**src/rtl/encoder_emulator.sv**
```systemverilog
// Quadrature encoder signal generator: emits A/B/I waveforms, a wrapped position
// count and a per-edge strobe, driven either by a rate timer or by single-step requests.
module encoder_emulator #(
  parameter int K_PERIOD_W = 16,
  parameter int K_CPR_W    = 12
) (
  input  logic                  i_clk,
  input  logic                  i_rst,
  input  logic                  i_enable,
  input  logic                  i_direction,
  input  logic                  i_polarity,
  input  logic [K_PERIOD_W-1:0] i_period,
  input  logic [K_CPR_W-1:0]    i_cpr,
  input  logic                  i_index_en,
  input  logic                  i_step_valid,
  output logic                  o_step_ready,
  output logic                  o_a,
  output logic                  o_b,
  output logic                  o_i,
  output logic [K_CPR_W-1:0]    o_position,
  output logic                  o_step,
  output logic                  o_dir
);

  logic [1:0]            ph, ph_d;
  logic [K_PERIOD_W-1:0] tm, tm_d;
  logic [K_PERIOD_W:0]   tm_plus1, tm_d_plus1, period_x;
  logic [K_CPR_W-1:0]    cpr_eff, position_d;
  logic                  enable_q, mode_change;
  logic                  edge_fire, edge_dir, ready_d;
  logic                  a_int, b_int;

  // NOTE: every signal driven here gets a default first, so no path can leave it
  // unassigned and infer a latch.
  always_comb begin
    cpr_eff     = (i_cpr < K_CPR_W'(4)) ? K_CPR_W'(4) : i_cpr;
    period_x    = {1'b0, i_period};
    tm_plus1    = {1'b0, tm} + (K_PERIOD_W+1)'(1);
    mode_change = i_enable ^ enable_q;
    edge_fire   = 1'b0;
    edge_dir    = i_direction;
    tm_d        = tm;

    // Timer compares as tm+1 >= period so a zero period never underflows.
    if (mode_change) begin
      tm_d = '0;
    end else if (i_enable) begin
      if (i_period == '0) begin
        tm_d = '0;
      end else if (tm_plus1 >= period_x) begin
        edge_fire = 1'b1;
        tm_d      = '0;
      end else begin
        tm_d = tm + K_PERIOD_W'(1);
      end
    end else begin
      if (i_step_valid && o_step_ready) begin
        edge_fire = 1'b1;
        tm_d      = '0;
      end else if (!(&tm)) begin
        tm_d = tm + K_PERIOD_W'(1);
      end
    end

    ph_d       = ph;
    position_d = o_position;
    if (edge_fire) begin
      if (!edge_dir) begin
        ph_d       = ph + 2'd1;
        position_d = (o_position >= cpr_eff - K_CPR_W'(1)) ? '0 : o_position + K_CPR_W'(1);
      end else begin
        ph_d       = ph - 2'd1;
        position_d = (o_position == '0) ? cpr_eff - K_CPR_W'(1) : o_position - K_CPR_W'(1);
      end
    end

    // Gray mapping ph0..3 -> {A,B} = 00,10,11,01.
    a_int = ph_d[1] ^ ph_d[0];
    b_int = ph_d[1];

    tm_d_plus1 = {1'b0, tm_d} + (K_PERIOD_W+1)'(1);
    ready_d    = !i_enable && ((tm_d_plus1 >= period_x) || (i_period == '0));
  end

  // NOTE: sequential state uses non-blocking assignments so every register samples
  // the pre-edge values, independent of statement order.
  always_ff @(posedge i_clk) begin
    if (i_rst) begin
      ph           <= '0;
      tm           <= '0;
      enable_q     <= 1'b0;
      o_position   <= '0;
      o_a          <= 1'b0;
      o_b          <= 1'b0;
      o_i          <= 1'b0;
      o_step       <= 1'b0;
      o_dir        <= 1'b0;
      o_step_ready <= 1'b0;
    end else begin
      ph           <= ph_d;
      tm           <= tm_d;
      enable_q     <= i_enable;
      o_position   <= position_d;
      o_a          <= i_polarity ? b_int : a_int;
      o_b          <= i_polarity ? a_int : b_int;
      o_i          <= i_index_en && (position_d == '0);
      o_step       <= edge_fire;
      o_step_ready <= ready_d;
      if (edge_fire) begin
        o_dir <= edge_dir;
      end
    end
  end

endmodule

```
**config.mk**
```make
export PLATFORM = sky130hd
export DESIGN_NAME = encoder_emulator
export DESIGN_NICKNAME = d
export VERILOG_FILES = /design/src/rtl/encoder_emulator.sv
export SDC_FILE = /design/constraint.sdc
export NUM_CORES = 1
export LEC_CHECK = 0
export CORE_UTILIZATION = 50
export DETAILED_ROUTE_END_ITERATION = 10
export HOLD_SLACK_MARGIN = 0.12
export PLACE_DENSITY = 0.77
export SLEW_MARGIN = 20
export SYNTH_ARGS = -nofsm -noshare
export SYNTH_HDL_FRONTEND = slang
export SYNTH_SLANG_ARGS = --single-unit
```
**constraint.sdc**
```tcl
create_clock -name i_clk -period 8.14 [get_ports i_clk]
set_input_delay 1.628 -clock i_clk [delete_from_list [all_inputs] [get_ports i_clk]]
set_output_delay 1.628 -clock i_clk [all_outputs]
set_load 0.01 [all_outputs]
```
==> metrics.cfg <==
[detailed_routing]
first_pass_iters=5
drcViolationCount=0
via_per_inst=6.58
vias=4832
wl_per_cell_um=19.3
wl_um=14200
postRouteAntennaNets=0
drtIter0Drc=496

[worst_setup_path]
r2r_cells=26
crit_type=reg -> reg
path_max_fanout=11
path_delay_family=compound AO/OA/AOI/OAI gates
start_kind=register
r2r_end=o_step_ready
timing.rr.start=tm[0]
worst-path-buf-inv=1
crit_arrival_ns=7.12
r2r_setup_slack_ns=1.20
critPathMaxStageDelay_ns=0.57
end_kind=register
crit_slowest_cell=dfxtp_1
path_common_cell=ha_1
required_ns=8.32

[layout]
syn2layout_area_growth_pct=14.7
final_core_util=0.601
final_common_cell=nor2_1
num_antenna_cells=0
stdcell_count=734
drive_gt1_frac=0.0556
final_net_count=713
mostFrequentLayoutCells=nor2_1 (68), clkdlybuf4s50_1 (52), ha_1 (50)
stdcell_area_um2=5010

[sta]
fin_hold_ws_ns=0.471
fin_tns_setup_ns=0
fin_ws_ns=1.20
slew_violations=0
relSlewSlack=0.289
worst_pin_slew_ns=1.06
finalHoldViolCount=0
post-route-period-util=0.852
fmax_mhz=144
finalClockSkew_ns=0.00650
setup_violations=0
finalCriticalPeriod_ns=6.94
rsz0062_at_grt=no

[placement]
post_dp_cell_area_um2=4920
dp.cells=726
place_congestion=0.988
dp_hpwl_um=11000
port-buffer-count=52
place_ws_ns=1.06

[floorplanning]
io_pins=53
rows=33
die_w_um=95.5
core_um2=8340
fp.dieH_um=95.5
initial_core_util=0.524
fp.dieArea_um2=9120

[clock_tree]
cts_hold_buf=0
numCtsBuffers=5
cts_tree=built
path_clk_slew_ns=0.09
cts_resized=0
cts.path.max_buffers=2
postCtsSetupBuffers=0
cts_max_level=2
clk_latency_ns=0.30
clkSinkCount=37
cts_root_buf=clkbuf_8

[global_routing]
track_usage=0.311
antenna_found_initial=0
grt.overflow.total=0
grt_pass1_wl_um=21800
grt_pass1_vias=4227
grt_max_degree=29

[synth]
ys_seq_area_frac=0.169
netlist_area_um2=4370
synth.distinct_cells=79
synth_flop_cell=dfxtp_1
synth_nets=677
synth_seq_cells=37
synthCells=592
synth_edf_count=0
synth_warnings=0
async_flop_share=0
postSynthAreaPerCell_um2=7.38

[pwr]
total_power_uw=418
ir_drop_v=0.0000869
leakage_nw=1.97
pwr_density_cell_nw_per_um2=83.3

[min_path]
holdPathEnd=o_dir
hold_start=o_dir
worstHoldPathType=reg -> reg
hold_path_depth=2

[run_status]
outcome=finished clean

[flow_run]
maxCapViolations=0

[synthesized netlist by cell type, types with 17 or more instances]
master,n,area (um2)
nor2_1,68,255
ha_1,50,626
nand2_1,43,161
dfxtp_1,37,741
a21oi_1,30,150
inv_1,30,113
o21ai_0,28,140
nand3_1,23,115
xnor2_1,21,184
nor3_1,20,100
nand4_1,19,119
clkbuf_1,18,67.6
xor2_1,17,149
[metal layers]
layer | share of wire | vias up | track usage
met1 | 0.46 | 2246 | 0.462
met5 | 0 | - | 0
met2 | 0.41 | 287 | 0.457
met3 | 0.11 | 22 | 0.0646
li1 | - | 2277 | -
met4 | 0.012 | 0 | 0.0647
[sequential cells by signal, indices dropped and copies added (netlist names)]
signal	count
enable_q	1
o_a	1
o_b	1
o_dir	1
o_i	1
o_position	12
o_step	1
o_step_ready	1
ph	2
tm	16
[where the power goes]
group	total (mW)	internal [mW]	leakage, nW	switching [mW]
clock	0.139	0.0609	0.0481	0.0781
combinational	0.0948	0.0398	1.63	0.0551
sequential	0.184	0.182	0.299	0.00217
total	0.418	0.283	1.97	0.135
[area by class of cell]
| cell class | count | area, um2 |
|---|---|---|
| clock buffers | 5 | 68.8 |
| clock inverters | 3 | 22.5 |
| fillers | 784 | 3330 |
| inverters | 31 | 116 |
| multi-input cells | 498 | 3390 |
| flip-flops and latches | 37 | 741 |
| well taps | 105 | 131 |
| repair buffers | 55 | 543 |
[worst max-delay path by stage]
stage | to | cells past startpoint | slack (ns) | start
floorplan | o_i | 19 | 2.17 | i_cpr[8]
global placement | o_i | 18 | 1.24 | i_cpr[8]
detailed placement | o_i | 18 | 1.06 | i_cpr[8]
CTS | o_i | 18 | 1.35 | i_cpr[8]
global route | o_step_ready | 26 | 0.77 | tm[0]
finish | o_step_ready | 26 | 1.20 | tm[0]
[cells by family (layout without fill, tap and decap cells)]
logic type / Yosys count / count (layout) / synth area share
mux: 9 / 9 / 0.0218
fa+ha+maj: 50 / 50 / 0.143
flops: 37 / 37 / 0.169
compound gates: 149 / 149 / 0.234
simple gates: 252 / 252 / 0.301
xor+xnor: 38 / 38 / 0.0762
buf+inv: 57 / 94 / 0.0544
[tightest hold or removal path: stages (launching register included)]
cell and delay (ns):
dfxtp_1 0.32, nand2_1 0.05, a21oi_1 0.06
Power figures use the tool's default switching activity.
